===== config.mk =====
export PLATFORM = sky130hd
export DESIGN_NAME = shift_add_mult_n
export DESIGN_NICKNAME = d
export VERILOG_FILES = /design/src/rtl/shift_add_mult_n.sv
export SDC_FILE = /design/constraint.sdc
export NUM_CORES = 1
export LEC_CHECK = 0
export ABC_CLOCK_PERIOD_IN_PS = 2370
export CAP_MARGIN = 40
export CORE_UTILIZATION = 35
export CTS_BUF_LIST = sky130_fd_sc_hd__clkbuf_4
export CTS_CLUSTER_DIAMETER = 30
export CTS_CLUSTER_SIZE = 14
export DETAILED_ROUTE_END_ITERATION = 7
export GPL_TIMING_DRIVEN = 0
export HOLD_SLACK_MARGIN = 0.12
export PLACE_DENSITY = 0.62
export SLEW_MARGIN = 20
export SYNTH_ARGS = -nofsm -noshare
export SYNTH_HDL_FRONTEND = slang
export SYNTH_SLANG_ARGS = --single-unit

===== constraint.sdc =====
create_clock -name clk -period 2.37 [get_ports clk]
set_input_delay 0.474 -clock clk [delete_from_list [all_inputs] [get_ports clk]]
set_output_delay 0.474 -clock clk [all_outputs]
set_load 0.03 [all_outputs]

===== src/rtl/shift_add_mult_n.sv =====
// rtl/shift_add_mult_n.sv - sequential shift-and-add unsigned multiplier (optional MULT_ZERO_SKIP_EN)
`timescale 1ns/1ps
module shift_add_mult_n #(
    parameter int WIDTH = 8,
    parameter int CNT_W = $clog2(WIDTH + 1)
) (
    input  logic                 clk,
    input  logic                 rst_n,
    input  logic                 start,
    input  logic [WIDTH-1:0]     a_in,
    input  logic [WIDTH-1:0]     b_in,
    output logic                 busy,
    output logic                 done,
    output logic [2*WIDTH-1:0]   product
);

    localparam logic [1:0] IDLE = 2'd0;
    localparam logic [1:0] RUN  = 2'd1;
    localparam logic [1:0] DONE = 2'd2;

    localparam logic [CNT_W-1:0] LAST_STEP = CNT_W'(WIDTH - 1);

    logic [1:0]       state;
    logic [WIDTH-1:0] q_r;
    logic [WIDTH-1:0] b_r;
    logic [WIDTH-1:0] acc_r;
    logic [CNT_W-1:0] count;

    logic [WIDTH-1:0] addend;
    logic [WIDTH:0]   sum_full;
    logic [WIDTH-1:0] acc_nx;
    logic [WIDTH-1:0] q_nx;

    // Carry-out lands in the accumulator MSB after the shift, so nothing is lost.
    always_comb begin
        addend   = q_r[0] ? b_r : '0;
        sum_full = {1'b0, acc_r} + {1'b0, addend};
        acc_nx   = sum_full[WIDTH:1];
        q_nx     = {sum_full[0], q_r[WIDTH-1:1]};
    end

    assign busy = (state == RUN);

    always_ff @(posedge clk or negedge rst_n) begin
        if (!rst_n) begin
            state   <= IDLE;
            q_r     <= '0;
            b_r     <= '0;
            acc_r   <= '0;
            count   <= '0;
            done    <= 1'b0;
            product <= '0;
        end else begin
            done <= 1'b0;
            case (state)
                IDLE: begin
                    if (start) begin
                        q_r   <= a_in;
                        b_r   <= b_in;
                        acc_r <= '0;
                        count <= '0;
`ifdef MULT_ZERO_SKIP_EN
                        if ((a_in == '0) || (b_in == '0)) begin
                            state   <= DONE;
                            product <= '0;
                        end else begin
                            state <= RUN;
                        end
`else
                        state <= RUN;
`endif
                    end
                end
                RUN: begin
                    acc_r <= acc_nx;
                    q_r   <= q_nx;
                    count <= count + 1'b1;
                    if (count == LAST_STEP) begin
                        state   <= DONE;
                        product <= {acc_nx, q_nx};
                    end
                end
                DONE: begin
                    // done is registered so it lines up with the held product one edge later
                    done  <= 1'b1;
                    state <= IDLE;
                end
                default: state <= IDLE;
            endcase
        end
    end

endmodule


==> results.rst, run 1 <==
.. list-table::
   :header-rows: 1

   * - Metric
     - Value
   * - Total count of max-transition violations in the final report
     - 0
   * - Power Total
     - 3660 uW
   * - Placement Cell Area
     - roughly 2800 um^2
   * - Seq cells post-synth
     - 47
   * - Async SR Flop Fraction
     - 1.00
   * - Headroom to the max-slew limit
     - 0.685
   * - H-Tree Depth
     - 2
   * - Total of buffers placed on input and output ports
     - 36
   * - Synthesized area per cell
     - ~11 um^2
   * - Count of final setup violators
     - 0
   * - Final critical path time including I/O delays and setup
     - 2.26 ns
   * - Synthesized Nets
     - 243
   * - Combinational share of power
     - 0.493
   * - Clock latency on the worst-skew pair
     - 0.37 ns
   * - Post-layout nets
     - 290
   * - Most frequent cell after synthesis
     - sky130_fd_sc_hd__dfrtp_1
   * - First-pass iteration count of the detailed router
     - 6
   * - First-pass GRT wire length
     - roughly 8400 um
   * - CTS Root Buffer Type
     - sky130_fd_sc_hd__clkbuf_4
   * - Largest net degree at the start of global routing
     - 29
   * - Top post-synthesis cells by area
     - sky130_fd_sc_hd__dfrtp_1 (50%), sky130_fd_sc_hd__nand2_1 (5.5%), sky130_fd_sc_hd__mux2_4 (5.1%)
   * - TritonCTS clock tree
     - yes
   * - Violations in the final reports
     - DRC
   * - Critical path start-end classification
     - flop to flop
   * - Power per Cell Area
     - 1250 nW/um^2
   * - Total overflow reported by the global router
     - 0
   * - TritonCTS buffer count
     - 5
   * - Weighted congestion at the end of routability-driven global placement
     - 0.745
   * - Startpoint class of the critical path
     - flop
   * - Final worst clock skew
     - 0.0277 ns
   * - WHS Path Cells
     - 1
   * - Number of cells on the worst reg-to-reg path
     - 7
   * - Antenna violation net count after detailed routing
     - 0
   * - Endpoint of the worst register-to-register path
     - product[13]$_DFFE_PN0P_
   * - Total number of clock tree sinks
     - 47
   * - Clock power frac
     - 0.132
   * - Vias per cell
     - 5.14
   * - Critical register-to-register path startpoint
     - q_r[0]$_DFFE_PN0P_
   * - Number of placed cells counting well taps
     - 328
   * - Crit Path Max Fanout
     - 4
   * - Final hold vios
     - 0
   * - Switching part of the total power
     - 0.392
   * - Max-cap violations
     - 0
   * - Reg-to-reg slack, setup
     - ~0.11 ns
   * - Unrepaired setup endpoints after global routing
     - false
   * - Area share of the largest cell type after synthesis
     - 0.496
   * - Kind of end point of the critical path
     - flop
   * - Number of standard cells after synthesis
     - 214
   * - Hold path start
     - count[3]$_DFFE_PN0P_
   * - Largest buffer count on any clock path
     - 2
   * - Capture endpoint of the worst hold path
     - count[3]$_DFFE_PN0P_
   * - Area used by multi-input combinational logic
     - 1120 um^2
   * - Register area share after synthesis
     - 0.496
   * - Worst EP required
     - 2.64 ns
   * - Final wirelength
     - 4960 um
   * - Mean routed wirelength per cell
     - around 15 um
   * - Clock transition at the registers of the reported paths
     - approximately 0.15 ns
   * - Measured slew at the worst slew-check pin
     - 0.473 ns
   * - Total global-route track usage
     - 0.150
   * - Vias in the first global route
     - 1728
   * - Lkg Pwr
     - 0.00139 uW
   * - Max Freq
     - about 0.44 GHz
   * - I/O pin count
     - 37
   * - Area of the mapped netlist
     - 2370 um^2
   * - Total via count after detailed routing
     - approximately 1.7k
   * - Leading cell types by count after synthesis
     - sky130_fd_sc_hd__dfrtp_1 (47), sky130_fd_sc_hd__nand2_1 (35), sky130_fd_sc_hd__a21oi_1 (12)
   * - Run status
     - finished with violations
   * - Post-route DRC
     - 2
   * - FF+latch area
     - between 1000 and 1500 um^2
   * - Seq pwr share
     - 0.375
   * - Initial Util
     - 0.367
   * - Count of different cell masters after synthesis
     - 50
   * - DP HPWL
     - between 3000 and 4000 um
   * - Post-route design area
     - between 2000 and 3000 um^2
   * - Path type of the worst min-delay path
     - flop to flop
   * - Data arrival time of the critical path
     - 2.53 ns
   * - Area growth, synth to finish
     - 24.0%
   * - Number of placement rows
     - 29
   * - Final-layout fill cell count
     - 610
   * - Number of warnings reported in the yosys synthesis log
     - 0
   * - Height of the die
     - 84.3 um
   * - Die X-Extent
     - 84.3 um
   * - Setup_tns
     - 0 ns
   * - Synth area leader
     - sky130_fd_sc_hd__dfrtp_1
   * - Area enclosed by the die boundary
     - 7100 um^2
   * - Number of standard cells in the layout, taps in and fillers out
     - 338
   * - Drt first-iter violations
     - 73
   * - Fraction of layout instances using a drive strength above 1
     - 0.172
   * - Cell Int Power
     - 2220 uW
   * - Ys flop type
     - sky130_fd_sc_hd__dfrtp_1
   * - Final period utilization
     - 0.952
   * - Number of enable flip-flop cells after synthesis
     - 0
   * - Net Sw Power
     - 1440 uW
   * - Max VDD drop
     - 441 uV
   * - Antenna diode count
     - 0
   * - Area of the placeable core
     - about 6500 um^2
   * - Antenna violations before repair
     - 0
[area by class of cell]
class | instances | share of cell area
repair buffers | 40 | 0.135
multi-input cells | 156 | 0.381
plain buffers | 8 | 0.0209
clock inverters | 1 | 0.0102
well taps | 77 | 0.0328
inverters | 3 | 0.00468
clock buffers | 6 | 0.0153
flip-flops and latches | 47 | 0.401
[metrics by stage]
step / utilization / hold slack (ns) / setup slack [ns]
finish: 0.455 / 0.483 / 0.113
global placement: 0.438 / 0.459 / -0.582
global route: 0.455 / 0.495 / 0.0296
floorplan: - / 0.178 / 0.287
detailed placement: 0.440 / 0.460 / -0.00197
CTS: 0.453 / 0.480 / 0.0162
[state kept, by name, summed over array words and instances, names as in the netlist]
name	cells
b_r	8
done	1
product	16
acc_r	8
count	4
q_r	8
state	2
[critical path, stage by stage (launching register included)]
cell and delay, ns:
sky130_fd_sc_hd__dfrtp_2 0.45, sky130_fd_sc_hd__and2_1 0.15, sky130_fd_sc_hd__ha_1 0.22, sky130_fd_sc_hd__fa_1 0.45, sky130_fd_sc_hd__a211oi_2 0.28, sky130_fd_sc_hd__o21ai_1 0.13
sky130_fd_sc_hd__and2_4 0.15, sky130_fd_sc_hd__o41ai_1 0.34
[layout by cell type, fill, tap and decap left out, drive strengths merged]
| master | instances |
|---|---|
| and2b | 7 |
| a22oi | 8 |
| bufinv | 1 |
| dlygate4sd3 | 1 |
| and3b | 2 |
| a31o | 2 |
| buf | 10 |
| a211oi | 3 |
| nor2b | 3 |
| or2 | 1 |
| xnor2 | 1 |
| and2 | 11 |
| o41ai | 2 |
| nor4 | 1 |
| ha | 9 |
| nand2b | 2 |
| o21a | 1 |
| nand3b | 1 |
| nor3 | 1 |
| o211ai | 1 |
| a32o | 2 |
| o21ai | 15 |
| o31ai | 2 |
| nand4 | 1 |
| a21o | 4 |
| clkdlybuf4s50 | 34 |
| o21bai | 1 |
| nand3 | 2 |
| nor2 | 5 |
| a21oi | 12 |
| mux2 | 10 |
| inv | 3 |
| clkbuf | 9 |
| dfrtp | 47 |
| mux2i | 2 |
| nand2 | 36 |
| a22o | 6 |
| fa | 1 |
| xor2 | 1 |
[worst max-delay path by stage]
stage | startpoint | end | slack (ns) | depth (start not counted)
after floorplan | q_r[0]$_DFFE_PN0P_ | acc_r[5]$_DFFE_PN0P_ | 0.29 | 7
after global routing | q_r[0]$_DFFE_PN0P_ | product[11]$_DFFE_PN0P_ | 0.03 | 7
after global placement | rst_n | product[7]$_DFFE_PN0P_ | -0.58 | 1
after detailed placement | q_r[0]$_DFFE_PN0P_ | product[13]$_DFFE_PN0P_ | -0.002 | 7
after CTS | state[1]$_DFFE_PN0P_ | busy | 0.02 | 4
final | q_r[0]$_DFFE_PN0P_ | product[13]$_DFFE_PN0P_ | 0.11 | 7
[power by group through the flow]
stage	clock [uW]	combinational (uW)	sequential (uW)
2_1_floorplan	0	1060	1560
3_3_place_gp	0	1760	1400
3_5_place_dp	0	1780	1390
4_1_cts	492	1790	1390
5_1_grt	525	1970	1420
6_report	483	1810	1370
[logic make-up after synthesis]
| family | Yosys count | synth area share |
|---|---|---|
| AND/OR/NAND/NOR | 73 | 0.170 |
| AO/OA/AOI/OAI | 59 | 0.170 |
| flip-flops | 47 | 0.496 |
| multiplexers | 12 | 0.0686 |
| buffers and inverters | 11 | 0.0317 |
| adder cells (fa/ha/maj) | 10 | 0.0560 |
| XOR/XNOR | 2 | 0.00739 |
[what timing repair did]
action                                  in CTS  in global routing
endpoints found under the setup margin       2                  4
setup buffers                                0                  2
endpoints found under the hold margin       19                  0
hold buffers                                 1                  0
gates resized for setup                      3                  1
pin swaps                                    0                  0
[per-layer routing]
layer  track usage  share of wire
met1         0.209           0.50
met2         0.232           0.44
met3        0.0364          0.040
met4        0.0455          0.011
met5             0              0
No activity file was read; power rests on OpenSTA's default activity.
==> run 2, diff against run 1 <==
--- a/config.mk
+++ b/config.mk
@@ -8,13 +8,13 @@
 export ABC_CLOCK_PERIOD_IN_PS = 2370
 export CAP_MARGIN = 40
 export CORE_UTILIZATION = 35
-export CTS_BUF_LIST = sky130_fd_sc_hd__clkbuf_4
+export CTS_BUF_LIST = sky130_fd_sc_hd__clkbuf_2 sky130_fd_sc_hd__clkbuf_4 sky130_fd_sc_hd__clkbuf_8
 export CTS_CLUSTER_DIAMETER = 30
 export CTS_CLUSTER_SIZE = 14
 export DETAILED_ROUTE_END_ITERATION = 7
 export GPL_TIMING_DRIVEN = 0
 export HOLD_SLACK_MARGIN = 0.12
-export PLACE_DENSITY = 0.62
+export PLACE_DENSITY_LB_ADDON = 0.05
 export SLEW_MARGIN = 20
 export SYNTH_ARGS = -nofsm -noshare
 export SYNTH_HDL_FRONTEND = slang
==> run 2 against run 1 <==
  * The run still ends with DRC left
  * Sequential cell count unchanged
  * Routed wire length up 6.2%
  * Non-clock buffer count down 2
  * Setup slack better by 0.049 ns
  * Final cell count down 0.30%
  * Fmax up 2.2%
==> results.rst, run 2 (synthesized netlist as in run 1, its figures left out) <==
.. list-table::
   :header-rows: 1

   * - Metric
     - Value
   * - Post-route design area
     - 2980 um^2
   * - CTS Root Buffer Type
     - sky130_fd_sc_hd__clkbuf_8
   * - Power Total
     - 3840 uW
   * - Antenna violation net count after detailed routing
     - 0
   * - Max VDD drop
     - 460 uV
   * - Area of the placeable core
     - 6460 um^2
   * - Setup_tns
     - 0 ns
   * - Initial Util
     - 0.367
   * - Height of the die
     - 84.3 um
   * - Headroom to the max-slew limit
     - 0.591
   * - Unrepaired setup endpoints after global routing
     - false
   * - Register name with the most flops
     - product
   * - Clock latency on the worst-skew pair
     - 0.30 ns
   * - First-pass GRT wire length
     - 9000 um
   * - Measured slew at the worst slew-check pin
     - 0.614 ns
   * - Kind of end point of the critical path
     - flop
   * - Startpoint class of the critical path
     - flop
   * - Max-cap violations
     - 0
   * - TritonCTS buffer count
     - 5
   * - Vias in the first global route
     - 1785
   * - Largest buffer count on any clock path
     - 2
   * - Area growth, synth to finish
     - 25.8%
   * - Total count of max-transition violations in the final report
     - 0
   * - Number of standard cells in the layout, taps in and fillers out
     - between 300 and 400
   * - Final wirelength
     - 5270 um
   * - TritonCTS clock tree
     - yes
   * - FF+latch area
     - 1180 um^2
   * - First-pass iteration count of the detailed router
     - 6
   * - Run status
     - finished with violations
   * - Area used by multi-input combinational logic
     - 1140 um^2
   * - Post-layout nets
     - 288
   * - Lkg Pwr
     - around 0.0014 uW
   * - Worst EP required
     - ~2.6 ns
   * - Mean routed wirelength per cell
     - 15.6 um
   * - Power per Cell Area
     - 1290 nW/um^2
   * - Number of flip-flops under the largest register name
     - 16
   * - Total global-route track usage
     - 0.164
   * - Number of placed cells counting well taps
     - 327
   * - Post-route DRC
     - 11
   * - Area enclosed by the die boundary
     - 7100 um^2
   * - Clock transition at the registers of the reported paths
     - 0.10 ns
   * - Antenna violations before repair
     - 0
   * - Final period utilization
     - 0.931
   * - Fraction of layout instances using a drive strength above 1
     - 0.188
   * - Final hold vios
     - 0
   * - H-Tree Depth
     - 2
   * - Drt first-iter violations
     - 81
   * - Antenna diode count
     - 0
   * - Fraction of the core area covered by cells at the end of the flow
     - 0.461
   * - DP HPWL
     - between 3000 and 4000 um
   * - I/O pin count
     - 37
   * - Total via count after detailed routing
     - 1733
   * - Vias per cell
     - 5.14
   * - Final worst clock skew
     - between 0.01 and 0.015 ns
   * - Die X-Extent
     - roughly 84 um
   * - Final critical path time including I/O delays and setup
     - 2.21 ns
   * - Critical path start-end classification
     - flop to flop
   * - Count of final setup violators
     - 0
   * - Path type of the worst min-delay path
     - input port to async pin
   * - Data arrival time of the critical path
     - 2.40 ns
   * - Crit Path Max Fanout
     - 3
   * - Final-layout fill cell count
     - 625
   * - Number of cells on the worst reg-to-reg path
     - 7
   * - Total overflow reported by the global router
     - 0
   * - Largest net degree at the start of global routing
     - 48
   * - Commonest cells after routing, fill and taps aside
     - sky130_fd_sc_hd__dfrtp_1 (46), sky130_fd_sc_hd__nand2_1 (35), sky130_fd_sc_hd__clkdlybuf4s50_1 (34)
   * - Total of buffers placed on input and output ports
     - 36
   * - Weighted congestion at the end of routability-driven global placement
     - around 0.74
   * - Violations in the final reports
     - DRC
   * - Total number of clock tree sinks
     - 47
   * - Number of placement rows
     - 29
   * - Placement Cell Area
     - 2820 um^2
   * - Commonest non-fill, non-tap cell in the layout
     - sky130_fd_sc_hd__dfrtp_1
   * - Max Freq
     - 0.453 GHz
==> run 2: cell types whose count changed in the layout (fill, tap and decap cells not counted), sizes merged <==
cell         change
inv              +1
buf              -1
dlygate4sd3      -1
==> run 2: critical path, cell delays in order, from the launching register on <==
cell	delay, ns
sky130_fd_sc_hd__dfrtp_2	0.44
sky130_fd_sc_hd__and2_1	0.15
sky130_fd_sc_hd__ha_1	0.23
sky130_fd_sc_hd__fa_2	0.39
sky130_fd_sc_hd__a211oi_2	0.26
sky130_fd_sc_hd__o21ai_1	0.13
sky130_fd_sc_hd__and2_4	0.16
sky130_fd_sc_hd__o41ai_2	0.33
==> run 2: final timing paths <==
kind / start / endpoint / slack [ns]
max: q_r[0]$_DFFE_PN0P_ / product[13]$_DFFE_PN0P_ / 0.16
min: rst_n / done$_DFF_PN0_ / 0.16
max reg2reg: q_r[0]$_DFFE_PN0P_ / product[13]$_DFFE_PN0P_ / 0.16
min reg2reg: product[4]$_DFFE_PN0P_ / product[4]$_DFFE_PN0P_ / 0.48
max in group asynchronous: rst_n / q_r[0]$_DFFE_PN0P_ / 1.75
min in group clk: product[4]$_DFFE_PN0P_ / product[4]$_DFFE_PN0P_ / 0.48
==> run 2: layer usage <==
metal | part of all wire | track usage | routed length (um) | vias to the layer above
met5 | 0 | 0 | 0 | -
met4 | 0.0070 | 0.0329 | 37 | 0
met3 | 0.034 | 0.0403 | 181 | 4
met2 | 0.47 | 0.275 | 2500 | 39
met1 | 0.49 | 0.217 | 2560 | 838
li1 | - | - | - | 852
==> run 2: layout make-up <==
cell class / count / share of cell area
timing repair buffer: 38 / 0.123
multi-input combinational: 156 / 0.383
buffer: 8 / 0.0206
inverter: 3 / 0.00462
clock buffer: 6 / 0.0277
tap: 77 / 0.0323
sequential: 47 / 0.395
clock inverter: 2 / 0.0130
==> run 2: stage by stage <==
step / hold slack (ns) / setup slack (ns)
finish: 0.160 / 0.163
global route: 0.220 / 0.0391
CTS: 0.200 / 0.0588
detailed placement: 0.462 / -0.100
global placement: 0.460 / -0.648
floorplan: 0.178 / 0.287
==> run 2: power by group <==
part | switching (uW) | internal, uW | leakage, uW
Combinational | 964 | 865 | 0.000748
Sequential | 234 | 1140 | 0.000595
Clock | 287 | 347 | 0.0000618
==> run 2: repair_timing <==
action,in CTS,in global routing
buffers inserted,2,0
resized for setup,3,5
setup endpoints to repair,3,3
hold buffers,0,0
